## src/rtl/comparador_serial_pkg.sv

```systemverilog
// Shared types and sizing helpers for the chunk-serial magnitude comparator.
package comparador_pkg;

    typedef enum logic [1:0] {
        IDLE = 2'd0,
        RUN  = 2'd1,
        DONE = 2'd2
    } state_t;

    function automatic int ceil_div(input int n, input int d);
        return (n + d - 1) / d;
    endfunction

    function automatic int cnt_width(input int n);
        return (n > 1) ? $clog2(n) : 1;
    endfunction

endpackage

```

## src/rtl/comparador_serial_if.sv

```systemverilog
// Request/result bundle of comparador_serial; signed_mode exists only with SIGNED_CMP_EN.
interface comparador_serial_if #(
    parameter int WIDTH = 4
);
    logic               enable;
    logic [0:WIDTH-1]   A;
    logic [0:WIDTH-1]   B;
    logic               busy;
    logic               done;
    logic               ab_eq;
    logic               ab_gt;
    logic               ab_lt;
`ifdef SIGNED_CMP_EN
    logic               signed_mode;
`endif

    modport master (
`ifdef SIGNED_CMP_EN
        output signed_mode,
`endif
        output enable, A, B,
        input  busy, done, ab_eq, ab_gt, ab_lt
    );

    modport slave (
`ifdef SIGNED_CMP_EN
        input  signed_mode,
`endif
        input  enable, A, B,
        output busy, done, ab_eq, ab_gt, ab_lt
    );

endinterface

```

## src/rtl/comparador_serial_cmp_chunk.sv

```systemverilog
// Unsigned compare of one CHUNK-bit slice.
module cmp_chunk #(
    parameter int CHUNK = 1
) (
    input  logic [CHUNK-1:0] a,
    input  logic [CHUNK-1:0] b,
    output logic             gt,
    output logic             lt
);
    assign gt = (a > b);
    assign lt = (a < b);
endmodule

```

## src/rtl/comparador_serial.sv

```systemverilog
// Multi-cycle comparator, most significant chunk first with early exit.
// SIGNED_CMP_EN adds a latched two's-complement mode (sign bit is bit 0).
module comparador_serial
    import comparador_pkg::*;
#(
    parameter int WIDTH = 4,
    parameter int CHUNK = 1
) (
    input  logic              clk,
    input  logic              rst,
    comparador_serial_if.slave bus
);
    localparam int NCHUNK = ceil_div(WIDTH, CHUNK);
    localparam int PW     = NCHUNK * CHUNK;
    localparam int CNTW   = cnt_width(NCHUNK);
    localparam logic [CNTW-1:0] CNT_LAST = CNTW'(NCHUNK - 1);

    state_t           r_state, w_state_nx;
    logic [CNTW-1:0]  r_cnt, w_cnt_nx;
    logic [0:WIDTH-1] r_a, r_b, w_a_nx, w_b_nx;
    logic             r_eq, r_gt, r_lt, w_eq_nx, w_gt_nx, w_lt_nx;
    logic             r_busy, r_done, w_busy_nx, w_done_nx;
    logic [0:WIDTH-1] w_op_a, w_op_b;
    logic [0:PW-1]    w_pad_a, w_pad_b;
    logic [CHUNK-1:0] w_chunks_a [NCHUNK];
    logic [CHUNK-1:0] w_chunks_b [NCHUNK];
    logic             w_gt, w_lt;

`ifdef SIGNED_CMP_EN
    logic             r_signed, w_signed_nx;

    // Operand view after optional sign-bit flip
    always_comb begin
        w_op_a    = r_a;
        w_op_b    = r_b;
        w_op_a[0] = r_a[0] ^ r_signed;
        w_op_b[0] = r_b[0] ^ r_signed;
    end
`else
    assign w_op_a = r_a;
    assign w_op_b = r_b;
`endif

    // Zero-extension lands on index 0 side, so only chunk 0 carries pad bits
    assign w_pad_a = PW'(w_op_a);
    assign w_pad_b = PW'(w_op_b);

    for (genvar g = 0; g < NCHUNK; g++) begin : g_chunk
        assign w_chunks_a[g] = w_pad_a[g*CHUNK +: CHUNK];
        assign w_chunks_b[g] = w_pad_b[g*CHUNK +: CHUNK];
    end

    cmp_chunk #(.CHUNK(CHUNK)) u_cmp (
        .a  (w_chunks_a[r_cnt]),
        .b  (w_chunks_b[r_cnt]),
        .gt (w_gt),
        .lt (w_lt)
    );

    // Next-state and next-output logic
    always_comb begin
        w_state_nx  = r_state;
        w_cnt_nx    = r_cnt;
        w_a_nx      = r_a;
        w_b_nx      = r_b;
        w_eq_nx     = r_eq;
        w_gt_nx     = r_gt;
        w_lt_nx     = r_lt;
`ifdef SIGNED_CMP_EN
        w_signed_nx = r_signed;
`endif
        case (r_state)
            IDLE: begin
                if (bus.enable) begin
                    w_a_nx      = bus.A;
                    w_b_nx      = bus.B;
`ifdef SIGNED_CMP_EN
                    w_signed_nx = bus.signed_mode;
`endif
                    w_eq_nx     = 1'b0;
                    w_gt_nx     = 1'b0;
                    w_lt_nx     = 1'b0;
                    w_cnt_nx    = '0;
                    w_state_nx  = RUN;
                end else begin
                    w_state_nx  = IDLE;
                end
            end
            RUN: begin
                if (w_gt) begin
                    w_gt_nx    = 1'b1;
                    w_state_nx = DONE;
                end else if (w_lt) begin
                    w_lt_nx    = 1'b1;
                    w_state_nx = DONE;
                end else if (r_cnt == CNT_LAST) begin
                    w_eq_nx    = 1'b1;
                    w_state_nx = DONE;
                end else begin
                    w_cnt_nx   = r_cnt + CNTW'(1);
                end
            end
            DONE:    w_state_nx = IDLE;
            default: w_state_nx = IDLE;
        endcase
        w_busy_nx = (w_state_nx != IDLE);
        w_done_nx = (w_state_nx == DONE);
    end

    // State and registered outputs
    always_ff @(posedge clk or posedge rst) begin
        if (rst) begin
            r_state  <= IDLE;
            r_cnt    <= '0;
            r_a      <= '0;
            r_b      <= '0;
            r_eq     <= 1'b0;
            r_gt     <= 1'b0;
            r_lt     <= 1'b0;
            r_busy   <= 1'b0;
            r_done   <= 1'b0;
`ifdef SIGNED_CMP_EN
            r_signed <= 1'b0;
`endif
        end else begin
            r_state  <= w_state_nx;
            r_cnt    <= w_cnt_nx;
            r_a      <= w_a_nx;
            r_b      <= w_b_nx;
            r_eq     <= w_eq_nx;
            r_gt     <= w_gt_nx;
            r_lt     <= w_lt_nx;
            r_busy   <= w_busy_nx;
            r_done   <= w_done_nx;
`ifdef SIGNED_CMP_EN
            r_signed <= w_signed_nx;
`endif
        end
    end

    assign bus.busy  = r_busy;
    assign bus.done  = r_done;
    assign bus.ab_eq = r_eq;
    assign bus.ab_gt = r_gt;
    assign bus.ab_lt = r_lt;

endmodule
```

## src/flat_wrapper.sv

```systemverilog
// flat-port wrapper written by rule: the top's interface ports become plain ports
module comparador_serial_flat import comparador_pkg::*;
#(
    parameter int WIDTH = 4,
    parameter int CHUNK = 1
)
  (clk, rst, bus_enable, bus_A, bus_B, bus_busy, bus_done, bus_ab_eq, bus_ab_gt, bus_ab_lt);
  comparador_serial_if #(.WIDTH(WIDTH)) bus_i ();
  input  logic clk;
  input  logic rst;
  input wire logic [$bits(bus_i.enable)-1:0] bus_enable;
  input wire logic [$bits(bus_i.A)-1:0] bus_A;
  input wire logic [$bits(bus_i.B)-1:0] bus_B;
  output wire logic [$bits(bus_i.busy)-1:0] bus_busy;
  output wire logic [$bits(bus_i.done)-1:0] bus_done;
  output wire logic [$bits(bus_i.ab_eq)-1:0] bus_ab_eq;
  output wire logic [$bits(bus_i.ab_gt)-1:0] bus_ab_gt;
  output wire logic [$bits(bus_i.ab_lt)-1:0] bus_ab_lt;
  assign bus_i.enable = bus_enable;
  assign bus_i.A = bus_A;
  assign bus_i.B = bus_B;
  assign bus_busy = bus_i.busy;
  assign bus_done = bus_i.done;
  assign bus_ab_eq = bus_i.ab_eq;
  assign bus_ab_gt = bus_i.ab_gt;
  assign bus_ab_lt = bus_i.ab_lt;
  comparador_serial #(.WIDTH(WIDTH), .CHUNK(CHUNK)) u_core (.clk(clk), .rst(rst), .bus(bus_i));
endmodule
```

## config.mk

```make
export PLATFORM = sky130hd
export DESIGN_NAME = comparador_serial_flat
export DESIGN_NICKNAME = d
export VERILOG_FILES = /design/src/rtl/comparador_serial_pkg.sv /design/src/rtl/comparador_serial_if.sv /design/src/rtl/comparador_serial_cmp_chunk.sv /design/src/rtl/comparador_serial.sv /design/src/flat_wrapper.sv
export SDC_FILE = /design/constraint.sdc
export NUM_CORES = 1
export LEC_CHECK = 0
export BUFFER_PORTS_ARGS = -buffer_cell sky130_fd_sc_hd__buf_2
export CAP_MARGIN = 15
export CORE_MARGIN = 3
export CORE_UTILIZATION = 30
export DETAILED_ROUTE_END_ITERATION = 8
export PLACE_DENSITY = 0.56
export SETUP_SLACK_MARGIN = 0.4
export SLEW_MARGIN = 20
export SYNTH_ARGS = -nofsm -noshare
export SYNTH_HDL_FRONTEND = slang
export SYNTH_SLANG_ARGS = --single-unit
```

## constraint.sdc

```tcl
create_clock -name clk -period 1.9 [get_ports clk]
set_input_delay 0 -clock clk [delete_from_list [all_inputs] [get_ports clk]]
set_output_delay 0 -clock clk [all_outputs]
set_load 0.01 [all_outputs]
```

Word level (Yosys, flattened, before mapping). Cells that the tools add are included. Widths: inputs -> output; s select.

Memory bits (writable): 0. Input bits: 11. Bits in latches: 0. Bits in read-only memories: 0. Register bits after elaboration: 17. Memories kept: 0.

$add $sub $neg: 1. Equal/unequal tests: 10. Bitwise operators: 1. $lt $le $gt $ge: 3. Mux-type cells: 26. Shift operators: 0. Multiply operators: 0. Divide/modulo/power cells: 0. Reductions and logical operators: 8.

Operator list (number): $mux 2 (7); $mux 1 (12); $ne 2x2->1 const B (6); $reduce_and 5->1 (2); $pmux 2 s2 (2); $pmux 1 s2 (3); $bmux 1 s2 (2); $eq 2x2->1 const B (2); $reduce_and 4->1 (1); $reduce_bool 2->1 (2); $ge 3x3->1 const B (1); $not 2->3 (1); $reduce_and 3->1 (1); $add 2x1->2 const B (1); $eq 2x1->1 const B (1); $logic_not 2->1 (1); $ne 2x1->1 const B (1); $reduce_and 2->1 (1); $gt 1x1->1 (1); $lt 1x1->1 (1).

Longest topological paths before layout. Gate-level depths: netlist (run 1).

Depth in word-level cells: 9. Mapped depth: 4.

By module. From an unflattened synthesis (run 1), not the netlist that was laid out.

Cell total of the unflattened synthesis: 62. Area, all modules: 790.8 um^2.

Modules (own cells, without submodules): comparador_serial (area each 775.7 um^2, sequential area each 425.4 um^2, instances 1, cells an instance 60); cmp_chunk (area each 15.0 um^2, sequential area each 0.0 um^2, instances 1, cells an instance 2).

Worst setup path after synthesis (run 1). Ideal clock, no wire load.

Path kind: register -> register. From: register u_core.r_cnt[0]. To: register u_core.r_cnt[0]. Data required time: 1775 ps. Path slack: 99 ps. Arrival: 1676 ps. Period minus slack after synthesis: 1801 ps. Cell stages (with the launch flop): 5. Path buffers: 0. Cells stage by stage: dfrtp_1 > mux4_2 > xnor2_2 > and2b_4 > mux2_4.

Longest elaborated chain between the ends: 7.

Ends and longest elaborated chain: from (decl) (RTL line comparador_serial.sv:19) `logic [CNTW-1:0] r_cnt, w_cnt_nx;`; from (signal assigned) (RTL line comparador_serial.sv:127) `r_cnt <= w_cnt_nx;`; $not 2->3 (not written as such) (RTL line comparador_serial.sv:54, comparador_serial.sv:55); $bmux 1 s2, on equally long branches (RTL line comparador_serial.sv:54, comparador_serial.sv:55); $mux 1, on equally long branches (2 in a row) (RTL line comparador_serial.sv:54, comparador_serial.sv:55); $lt 1x1->1 / $gt 1x1->1 (equally long branches) (RTL line comparador_serial_cmp_chunk.sv:11, comparador_serial_cmp_chunk.sv:10); $ne 2x2->1 (no source line); $reduce_and 5->1 (no source line).

Parallel ways exist; a longest one is shown, timed or not. The select of a mux whose other input is x is not followed. A chain may end at the register's enable or synchronous reset.

Worst setup path after layout (run 1). Same ends and word-level chain as after synthesis.

==> results of run 1 <==
==> cell families (layout without fill, tap and decap cells) <==
group,after synthesis,count (layout)
adders and majority gates,1,1
DFF,17,17
AOI/OAI and AO/OA,5,5
and+or+nand+nor,21,21
buffers and inverters,2,39
xor gates and xnor gates,1,1
muxes,11,11
==> cells in the mapped netlist, drive strengths merged <==
cell / count
a21oi: 1
a22o: 1
a31o: 1
a31oi: 1
and2: 1
and2b: 1
and3: 1
clkbuf: 1
dfrtp: 17
ha: 1
inv: 1
mux2: 9
mux4: 2
nand2: 4
nand2b: 2
nor2: 9
nor2b: 1
nor3b: 1
o21ai: 1
or2: 1
xnor2: 1
==> where the power goes <==
group          switching [W]  internal (W)
clock               0.000110     0.0000816
combinational       0.000431      0.000683
sequential         0.0000970      0.000525
==> final cells by class <==
cell class / instances / area, µm²
clock buffer: 4 / 26.28
fill: 214 / 1225
multi-input combinational: 39 / 335.3
tap: 28 / 35.03
sequential: 17 / 425.4
inverter: 1 / 3.754
timing repair buffer: 34 / 246.5
==> registers in the layout, indices dropped and copies added (netlist names) <==
signal and flops:
u_core.r_a 4, u_core.r_b 4, u_core.r_cnt 2, u_core.r_state 2, u_core.bus.ab_eq 1, u_core.bus.ab_gt 1
u_core.bus.ab_lt 1, u_core.bus.busy 1, u_core.bus.done 1
==> per-layer routing <==
| metal | vias to the layer above | share of wire, % |
|---|---|---|
| li1 | 276 | - |
| met1 | 263 | 43 |
| met2 | 15 | 50 |
| met3 | 2 | 6.9 |
| met4 | 0 | 0.48 |
| met5 | - | 0 |
==> worst paths after layout <==
path / start / endpoint / slack [ps]
min in group clk: bus_B[2] / u_core.r_b[1]$_DFFE_PP0N_ / 470
max reg2reg: u_core.r_cnt[0]$_DFFE_PP0P_ / u_core.r_cnt[0]$_DFFE_PP0P_ / 90
max: u_core.r_cnt[0]$_DFFE_PP0P_ / u_core.r_cnt[0]$_DFFE_PP0P_ / 90
max in group asynchronous: rst / u_core.bus.done$_DFF_PP0_ / 1170
min: rst / u_core.r_b[2]$_DFFE_PP0N_ / 330
min reg2reg: u_core.bus.ab_eq$_DFFE_PP0P_ / u_core.bus.ab_eq$_DFFE_PP0P_ / 500
==> worst register-to-register path: stages (launching register included) <==
cell     delay, ps
dfrtp_1        430
mux4_2         570
xnor2_2        210
and2b_4        190
mux2_4         300
==> per-stage QoR <==
step / area [µm²] / util, %
finish: 1072 / 46.68
global placement: 879.6 / 38.29
detailed placement: 879.6 / 38.29
floorplan: 750.7 / -
CTS: 1044 / 45.42
global route: 1072 / 46.68
==> repair_timing <==
action / in CTS / in global routing
hold buffers: 10 / 0
endpoints found under the hold margin: 26 / 0
setup buffers: 4 / 2
setup endpoints to repair: 12 / 13
pin swaps: 5 / 2
resized for setup: 2 / 5
==> layout by cell type, fill, tap and decap left out, types with 2 or more instances in the layout <==
master,instances
dfrtp_1,17
buf_2,15
dlygate4sd3_1,10
nor2_1,9
mux2_2,8
buf_4,8
clkbuf_4,3
nand2b_1,2
mux4_2,2
nand2_2,2
nand2_1,2
==> metrics.md, run 1 <==
| Metric | Value |
|---|---|
| Area leader, netlist | `dfrtp_1` |
| Worst-path clk slew | `90 ps` |
| Initial antenna violation count | `0` |
| Setup Viol. Count Final | `0` |
| Placed cells | `103` |
| CTS Buf Count | `3` |
| Count of different cell masters after synthesis | `22` |
| Status | `complete, no violations` |
| DRC | `0` |
| Synth Warn # | `0` |
| Synth Area in Compound Gates | `4.500%` |
| Die footprint | `3139 µm²` |
| Vias in the first global route | `552` |
| Met1 Usage GRT | `12.97%` |
| Post-Synth XOR/XNOR Area | `2.167%` |
| RSZ-0062 raised after global routing | `yes` |
| CP delay by family, top | `multiplexers` |
| Arrival time worst endpoint | `1990 ps` |
| NumNets Final | `108` |
| Met3 GRT Util | `5.336%` |
| Vias per cell | `4.520` |
| Crit-path slowest cell | `mux4_2` |
| Adder-Cell Fraction of Synth Area | `1.667%` |
| Vias | `556` |
| WP depth | `4` |
| Slew HR | `57.53%` |
| WL/cell | `11.85 µm` |
| Die span in y | `56.03 µm` |
| Worst Tran Pin Value | `636.3 ps` |
| GRT Max-Usage Layer | `met2` |
| R2R cell count | `4` |
| Layout cells sized above 1 | `48.42%` |
| Synth-to-Final Area Change | `42.83%` |
| CTS HTree Levels | `1` |
| Initial DRC Count | `2` |
| Global route overflow | `0` |
| Final Max Slew Viols | `0` |
| Final std cells w/o fill | `123` |
| Critical path class | `flip-flop to flip-flop` |
| Post-synthesis sequential element count | `17` |
| Worst Path Required | `2080 ps` |
| Dpl ws | `99.12 ps` |
| Die width | `56.03 µm` |
| Largest family of logic cells by synthesized area | `multiplexers` |
| Area of the core | `2297 µm²` |
| CP Capture Type | `flip-flop` |
| Port Buf Inserts | `15` |
| CP Cell Sequence | `mux4_2 -> xnor2_2 -> and2b_4 -> mux2_4` |
| Simple logic cell fraction of the synthesized area | `14.00%` |
| Syn nets | `70` |
| CP Launch Type | `flip-flop` |
| Pin count of the biggest net entering global routing | `18` |
| GR Util met2 | `15.86%` |
| Leak pwr | `0.5192 nW` |
| CP max FO | `3` |
| Worst hold path type | `input port to asynchronous set/reset pin` |
| Clk buf depth | `2` |
| GRT Overall Usage | `10.31%` |
| PD cells | `1798 nW/µm²` |
| Global-route wire length before repair | `2504 µm` |
| CTS tree | `yes` |
| Final GP Congestion | `0.7940` |
| Inserted Diodes | `0` |
| CP peak stage delay | `570 ps` |
| Fin worst setup slack | `92.81 ps` |
| Synth top area cells | `dfrtp_1 57%, mux2_2 12%, mux4_2 6.0%` |
| Post-DRT Antenna Nets | `0` |
| Max Cap Violations | `0` |
| Register area share after synthesis | `56.67%` |
| CTS sink cnt | `17` |
| Fmax | `553.3 MHz` |
| Pwr Total | `0.001928 W` |
| WL final | `1458 µm` |
| Syn Area/Cell | `12.94 µm²` |
| CTS Root Buffer Type | `clkbuf_4` |
| Initial DRT Pass Iterations | `4` |
| Setup tns final | `0 ps` |
| Cell Area, Synth | `750.7 µm²` |
| Buf/Inv on CP | `0` |
| Setup Skew | `0.6217 ps` |
| Later-pin clock latency in the skew report | `290 ps` |
| # rows | `17` |
| Hold Fails Final Rpt | `0` |
| Synth top area share | `56.67%` |
| Io pins | `16` |
| Fin crit period | `1807 ps` |
| Hold WS | `327.8 ps` |
| Final Cycle Share | `95.12%` |
| Initial Util | `32.68%` |
| Max VDD drop | `0.0008602 V` |
| Number of cells produced by synthesis | `58` |
| Post-synthesis mux area share | `20.00%` |
(Power assumes the default switching activity.)
==> run 2: changes to the inputs <==
- GPL_TIMING_DRIVEN: not set -> 1
- PLACE_DENSITY: 0.56 -> 0.63
==> run 2 against run 1 <==
Effect of this change:
- global-route usage is 0.19 points higher
- critical path depth did not move
- via count up 1.6%
- non-clock buffer count decreased by 1
- register-to-register slack better by 20 ps
- clock power increased by 2%
- clock skew rose by 2.5 ps
- power rose by 2.7%
- fmax rose by 1.3%
- critical path type unchanged
- largest cell class unchanged
==> metrics.md, run 2 (synthesis gave the netlist of run 1 again) <==
| Metric | Value |
|---|---|
| WL met3 | `89 µm (was 100 µm)` |
| Leak pwr | `0.5224 nW (was 0.5192 nW)` |
| Clock Power Share | `9.9% (about the same)` |
| DRC | `0 (unchanged)` |
| Fin crit period | `1785 ps (was 1807 ps)` |
| R2r setup slk | `120 ps (was 90 ps)` |
| Crit-path slowest cell | `mux4_2 (unchanged)` |
| Inserted Diodes | `0 (unchanged)` |
| Global route overflow | `0 (unchanged)` |
| Pwr Total | `0.001981 W (was 0.001928 W)` |
| Initial DRT Pass Iterations | `3 (was 4)` |
| GRT Overall Usage | `10.51% (was 10.31%)` |
| Top Layer Used | `met4 (unchanged)` |
| # rows | `17 (unchanged)` |
| Status | `complete, no violations (unchanged)` |
| Reg power frac | `31.5% (was 32.3%)` |
| Vias per cell | `4.631 (was 4.520)` |
| NumNets Final | `107 (was 108)` |
| Initial antenna violation count | `0 (unchanged)` |
| Met1 wire length | `563 µm (was 623 µm)` |
| Hold Fails Final Rpt | `0 (unchanged)` |
| CP Capture Type | `flip-flop (unchanged)` |
| Pin count of the biggest net entering global routing | `18 (unchanged)` |
| CP max FO | `3 (unchanged)` |
| Switching share of power | `34.53% (was 33.09%)` |
| Setup Viol. Count Final | `0 (unchanged)` |
| Layout cells sized above 1 | `50.00% (was 48.42%)` |
| Post-DRT Antenna Nets | `0 (unchanged)` |
| Setup tns final | `0 ps (unchanged)` |
| Combinational power share | `58.6% (was 57.8%)` |
| Vias in the first global route | `575 (was 552)` |
| NetSw | `0.0006839 W (was 0.0006380 W)` |
| Slew HR | `58.32% (was 57.53%)` |
| Top Registers | `u_core.r_a: 4 flops, u_core.r_b: 4 flops (unchanged)` |
| RSZ-0062 raised after global routing | `yes (unchanged)` |
| WL final | `1477 µm (was 1458 µm)` |
| Most frequent cells in the layout | `17 x dfrtp_1, 15 x buf_2, 10 x dlygate4sd3_1 (unchanged)` |
| Initial Util | `32.68% (unchanged)` |
| Worst-path clk slew | `100 ps (was 90 ps)` |
| CP peak stage delay | `570 ps (about the same)` |
| Most common cell after layout, fill and taps aside | `dfrtp_1 (unchanged)` |
| Filler Cell Count | `227 (was 214)` |
| Die width | `56.03 µm (unchanged)` |
| Area of the core | `2297 µm² (unchanged)` |
| Arrival time worst endpoint | `1970 ps (was 1990 ps)` |
| WL/cell | `12.11 µm (was 11.85 µm)` |
| Global-route wire length before repair | `2532 µm (was 2504 µm)` |
| Hold WS | `305.8 ps (was 327.8 ps)` |
| CTS sink cnt | `17 (unchanged)` |
| CTS Buf Count | `3 (unchanged)` |
| Worst Path Required | `2090 ps (was 2080 ps)` |
| CP delay by family, top | `multiplexers (unchanged)` |
| Buf/Inv on CP | `0 (unchanged)` |
| Max Cap Violations | `0 (unchanged)` |
| Routed wl met2 | `781 µm (was 727 µm)` |
| Die footprint | `3139 µm² (unchanged)` |
| Max VDD drop | `0.0007636 V (was 0.0008602 V)` |
| Setup Skew | `3.097 ps (was 0.6217 ps)` |
| Post-DP HPWL | `1037 µm` |
| CP Cell Sequence | `mux4_2 -> xnor2_2 -> and2b_4 -> mux2_4 (unchanged)` |
| Initial DRC Count | `1 (was 2)` |
| CP Launch Type | `flip-flop (unchanged)` |
| Port Buf Inserts | `15 (unchanged)` |
| Later-pin clock latency in the skew report | `300 ps (was 290 ps)` |
| Synth-to-Final Area Change | `43.00% (was 42.83%)` |
| CTS HTree Levels | `1 (unchanged)` |
| CTS tree | `yes (unchanged)` |
| Final Max Slew Viols | `0 (unchanged)` |
| Final GP Congestion | `0.8673 (was 0.7940)` |
| Power Internal | `0.001297 W (was 0.001290 W)` |
| Final Cycle Share | `93.94% (was 95.12%)` |
| CTS Root Buffer Type | `clkbuf_4 (unchanged)` |
| Vias | `565 (was 556)` |
| Worst Tran Pin Value | `624.5 ps (was 636.3 ps)` |
| Clk buf depth | `2 (unchanged)` |
| Fmax | `560.3 MHz (was 553.3 MHz)` |
| Critical path class | `flip-flop to flip-flop (unchanged)` |
| Worst hold path type | `input port to asynchronous set/reset pin (unchanged)` |
| PD cells | `1845 nW/µm² (was 1798 nW/µm²)` |
| Io pins | `16 (unchanged)` |
| Die span in y | `56.03 µm (unchanged)` |
run 2: area by class of cell:
class | count | area [µm²] | area share (%)
clock buffers | 3 | 22.52 | 2.098
flip-flops and latches | 17 | 425.4 | 39.63
repair buffers | 33 | 239.0 | 22.26
clock inverters | 1 | 5.005 | 0.4662
well taps | 28 | 35.03 | 3.263
inverters | 1 | 3.754 | 0.3497
multi-input cells | 39 | 342.8 | 31.93
run 2: final timing paths:
kind	from	end	depth (start not counted)
worst max-delay path	u_core.r_cnt[0]$_DFFE_PP0P_	u_core.r_cnt[0]$_DFFE_PP0P_	4
worst min-delay path	rst	u_core.r_cnt[0]$_DFFE_PP0P_	3
worst max register to register	u_core.r_cnt[0]$_DFFE_PP0P_	u_core.r_cnt[0]$_DFFE_PP0P_	4
worst min register to register	u_core.bus.ab_lt$_DFFE_PP0P_	u_core.bus.ab_lt$_DFFE_PP0P_	2
max in group asynchronous	rst	u_core.bus.ab_gt$_DFFE_PP0P_	3
min in group clk	bus_B[2]	u_core.r_b[1]$_DFFE_PP0N_	3
run 2: tightest hold or removal path: stages:
cell and delay [ps]:
dlygate4sd3_1 520, buf_2 110, inv_1 460
run 2: layer usage:
layer | vias to the layer above | GRT usage, %
met5 | - | 0
met2 | 16 | 17.03
met1 | 273 | 11.67
met3 | 5 | 3.480
li1 | 271 | -
met4 | 0 | 6.780
run 2: power by group through the flow:
stage               Combinational [W]  Sequential (W)  Clock, W
finish                        0.00116        0.000623  0.000196
global route                  0.00125        0.000647  0.000220
CTS                           0.00108        0.000626  0.000203
detailed placement           0.000828        0.000641         0
global placement             0.000798        0.000633         0
floorplan                    0.000592        0.000630         0
run 2: metrics by stage:
stage / instances / util [%] / cell area (µm²) / setup WS (ps)
after floorplan: 58 / - / 750.7 / 103.7
after global placement: 103 / 38.29 / 879.6 / 172.4
after detailed placement: 103 / 38.29 / 879.6 / 135.7
after CTS: 122 / 46.08 / 1059 / 130.1
after global routing: 122 / 46.73 / 1074 / 56.75
final: 122 / 46.73 / 1074 / 115.1
run 2: repair_timing:
item                                    4_1_cts  5_1_grt
endpoints found under the setup margin       12       13
hold endpoints to repair                     27        0
pin swaps                                     4        0
gates resized for setup                       4        5
hold buffers                                 10        0
buffers inserted                              5        0
==> run 3: changes to the inputs <==
- CORE_UTILIZATION: 30 -> 42
- PLACE_DENSITY: 0.63 -> 0.79
==> run 3 against run 2 <==
Effect of this change:
- clock skew increased by 8.3 ps
- count of clock-buffer cells in the layout is the same
- register-to-register slack barely moved
- power increased by 1.1%
- combinational power about the same
- via count grew 0.71%
- critical path depth unchanged
- first-iteration DRC count unchanged
- cell area fell by 0.93%
- global-route usage grew 5.2 points
- cell count down 4.1%
- sequential share of layout area increased by 0.49 points
- largest cell class unchanged
==> metrics.md, run 3 (synthesis gave the netlist of run 1 again) <==
| Metric | Value |
|---|---|
| Status | `complete, no violations (unchanged)` |
| Placed cells | `96 (was 103)` |
| Dpl ws | `-31.52 ps (was 135.7 ps)` |
| Pwr Total | `0.002002 W (was 0.001981 W)` |
| PD cells | `1882 nW/µm² (was 1845 nW/µm²)` |
| Worst hold path type | `input port to asynchronous set/reset pin (unchanged)` |
| Initial Util | `47.10% (was 32.68%)` |
| Power Internal | `0.001316 W (was 0.001297 W)` |
| Fin worst setup slack | `129.6 ps (was 115.1 ps)` |
| DRC | `0 (unchanged)` |
| NetSw | `0.0006859 W (was 0.0006839 W)` |
| Leak pwr | `0.5112 nW (was 0.5224 nW)` |
| CP max FO | `3 (unchanged)` |
| CP Capture Type | `flip-flop (unchanged)` |
| CTS sink cnt | `17 (unchanged)` |
| Die width | `48.28 µm (was 56.03 µm)` |
| CP Launch Type | `flip-flop (unchanged)` |
| Arrival time worst endpoint | `1950 ps (was 1970 ps)` |
| Critical path class | `flip-flop to flip-flop (unchanged)` |
| Final std cells w/o fill | `117 (was 122)` |
| Setup tns final | `0 ps (unchanged)` |
| Area of the core | `1594 µm² (was 2297 µm²)` |
| Io pins | `16 (unchanged)` |
| CP peak stage delay | `560 ps (was 570 ps)` |
| RSZ-0062 raised after global routing | `yes (unchanged)` |
| Switching share of power | `34.27% (was 34.53%)` |
| Final Max Slew Viols | `0 (unchanged)` |
| Inserted Diodes | `0 (unchanged)` |
| CTS HTree Levels | `1 (unchanged)` |
| Initial DRT Pass Iterations | `2 (was 3)` |
| Buf/Inv on CP | `0 (unchanged)` |
| Max VDD drop | `0.001025 V (was 0.0007636 V)` |
| Global route overflow | `0 (unchanged)` |
| Most frequent cells in the layout | `16 x dfrtp_1, 15 x buf_2, 10 x dlygate4sd3_1 (was 17 x dfrtp_1, 15 x buf_2, 10 x dlygate4sd3_1)` |
| CP delay by family, top | `multiplexers (unchanged)` |
| NumNets Final | `106 (was 107)` |
| Worst Tran Pin Value | `614.3 ps (was 624.5 ps)` |
| GRT Overall Usage | `15.71% (was 10.51%)` |
| Reg power frac | `31.6% (was 31.5%)` |
| # rows | `14 (was 17)` |
| Vias per cell | `4.863 (was 4.631)` |
| WL final | `1497 µm (was 1477 µm)` |
| Later-pin clock latency in the skew report | `300 ps (about the same)` |
| Hold WS | `335.2 ps (was 305.8 ps)` |
| Final Cycle Share | `93.18% (was 93.94%)` |
| Fin crit period | `1770 ps (was 1785 ps)` |
| Worst Path Required | `2080 ps (was 2090 ps)` |
| CTS tree | `yes (unchanged)` |
| Vias in the first global route | `602 (was 575)` |
| Vias | `569 (was 565)` |
| WL/cell | `12.79 µm (was 12.11 µm)` |
| Die footprint | `2330 µm² (was 3139 µm²)` |
| Combinational power share | `58.7% (was 58.6%)` |
| Fmax | `564.8 MHz (was 560.3 MHz)` |
| Pin count of the biggest net entering global routing | `18 (unchanged)` |
| Final GP Congestion | `0.7729 (was 0.8673)` |
| Setup Skew | `11.36 ps (was 3.097 ps)` |
| Global-route wire length before repair | `2449 µm (was 2532 µm)` |
| Port Buf Inserts | `15 (unchanged)` |
| Setup Viol. Count Final | `0 (unchanged)` |
| Most common cell after layout, fill and taps aside | `dfrtp_1 (unchanged)` |
| Crit-path slowest cell | `mux4_2 (unchanged)` |
| Hold Fails Final Rpt | `0 (unchanged)` |
| Post-DRT Antenna Nets | `0 (unchanged)` |
| Worst-path clk slew | `100 ps (about the same)` |
| CTS Root Buffer Type | `clkbuf_4 (unchanged)` |
| Max Cap Violations | `0 (unchanged)` |
| Initial antenna violation count | `0 (unchanged)` |
| Clock Power Share | `9.6% (was 9.9%)` |
| CTS Buf Count | `3 (unchanged)` |
| Synth-to-Final Area Change | `41.67% (was 43.00%)` |
| Die span in y | `48.28 µm (was 56.03 µm)` |
| Post-DP HPWL | `946.8 µm (was 1037 µm)` |
| Initial DRC Count | `1 (unchanged)` |
| Slew HR | `59.00% (was 58.32%)` |
| Clk buf depth | `2 (unchanged)` |
| CP Cell Sequence | `mux4_2 -> xnor2_2 -> and2b_4 -> mux2_4 (unchanged)` |
| Top Registers | `u_core.r_a: 4 flops, u_core.r_b: 4 flops (unchanged)` |
| Layout cells sized above 1 | `50.54% (was 50.00%)` |
run 3: cell types whose count changed in the layout (fill, tap and decap cells not counted), sizes merged:
| cell | previous run | this run |
|---|---|---|
| buf | 23 | 22 |
run 3: timing repair:
item,4_1_cts,5_1_grt
endpoints found under the hold margin,26,0
pin swaps,4,3
buffers inserted,5,2
hold buffers,10,0
gates resized for setup,6,4
setup endpoints to repair,7,7
run 3: final timing paths:
| kind | startpoint | endpoint | slack (ps) | cells past startpoint |
|---|---|---|---|---|
| setup / recovery | u_core.r_cnt[0]$_DFFE_PP0P_ | u_core.r_cnt[0]$_DFFE_PP0P_ | 130 | 4 |
| hold / removal | rst | u_core.r_b[3]$_DFFE_PP0N_ | 340 | 3 |
| setup reg to reg | u_core.r_cnt[0]$_DFFE_PP0P_ | u_core.r_cnt[0]$_DFFE_PP0P_ | 130 | 4 |
| hold reg to reg | u_core.bus.ab_lt$_DFFE_PP0P_ | u_core.bus.ab_lt$_DFFE_PP0P_ | 510 | 2 |
| max in group asynchronous | rst | u_core.r_cnt[0]$_DFFE_PP0P_ | 1120 | 3 |
| min in group clk | bus_A[3] | u_core.r_a[0]$_DFFE_PP0N_ | 460 | 3 |
run 3: power groups by stage:
| stage | logic [W] | clock network [W] | registers, W |
|---|---|---|---|
| after global placement | 0.000702 | 0 | 0.000637 |
| final | 0.00118 | 0.000193 | 0.000633 |
| after CTS | 0.000987 | 0.000199 | 0.000633 |
| after detailed placement | 0.000741 | 0 | 0.000644 |
| after global routing | 0.00126 | 0.000217 | 0.000652 |
| after floorplan | 0.000592 | 0 | 0.000630 |
run 3: worst register-to-register path, stage by stage, from the launching register on:
cell	delay (ps)
dfrtp_2	410
mux4_2	560
xnor2_2	220
and2b_4	190
mux2_4	290
run 3: area by class of cell:
| type | instances | area (µm²) |
|---|---|---|
| inverters | 1 | 3.754 |
| flip-flops and latches | 17 | 426.7 |
| clock buffers | 3 | 22.52 |
| well taps | 24 | 30.03 |
| fillers | 114 | 530.5 |
| repair buffers | 32 | 235.2 |
| multi-input cells | 39 | 340.3 |
| clock inverters | 1 | 5.005 |
run 3: metal layers:
metal  global-route usage [%]  vias to the layer above  part of all wire [%]
met1                    16.05                      278                    39
li1                         -                      272                     -
met4                    8.602                        0                   1.5
met3                    6.273                        5                   4.8
met2                    27.08                       14                    55
met5                        0                        -                     0
run 3: metrics by stage:
stage	area, µm²	utilization, %
floorplan	750.7	-
global placement	852.1	53.45
detailed placement	852.1	53.45
CTS	1031	64.68
global route	1064	66.72
finish	1064	66.72
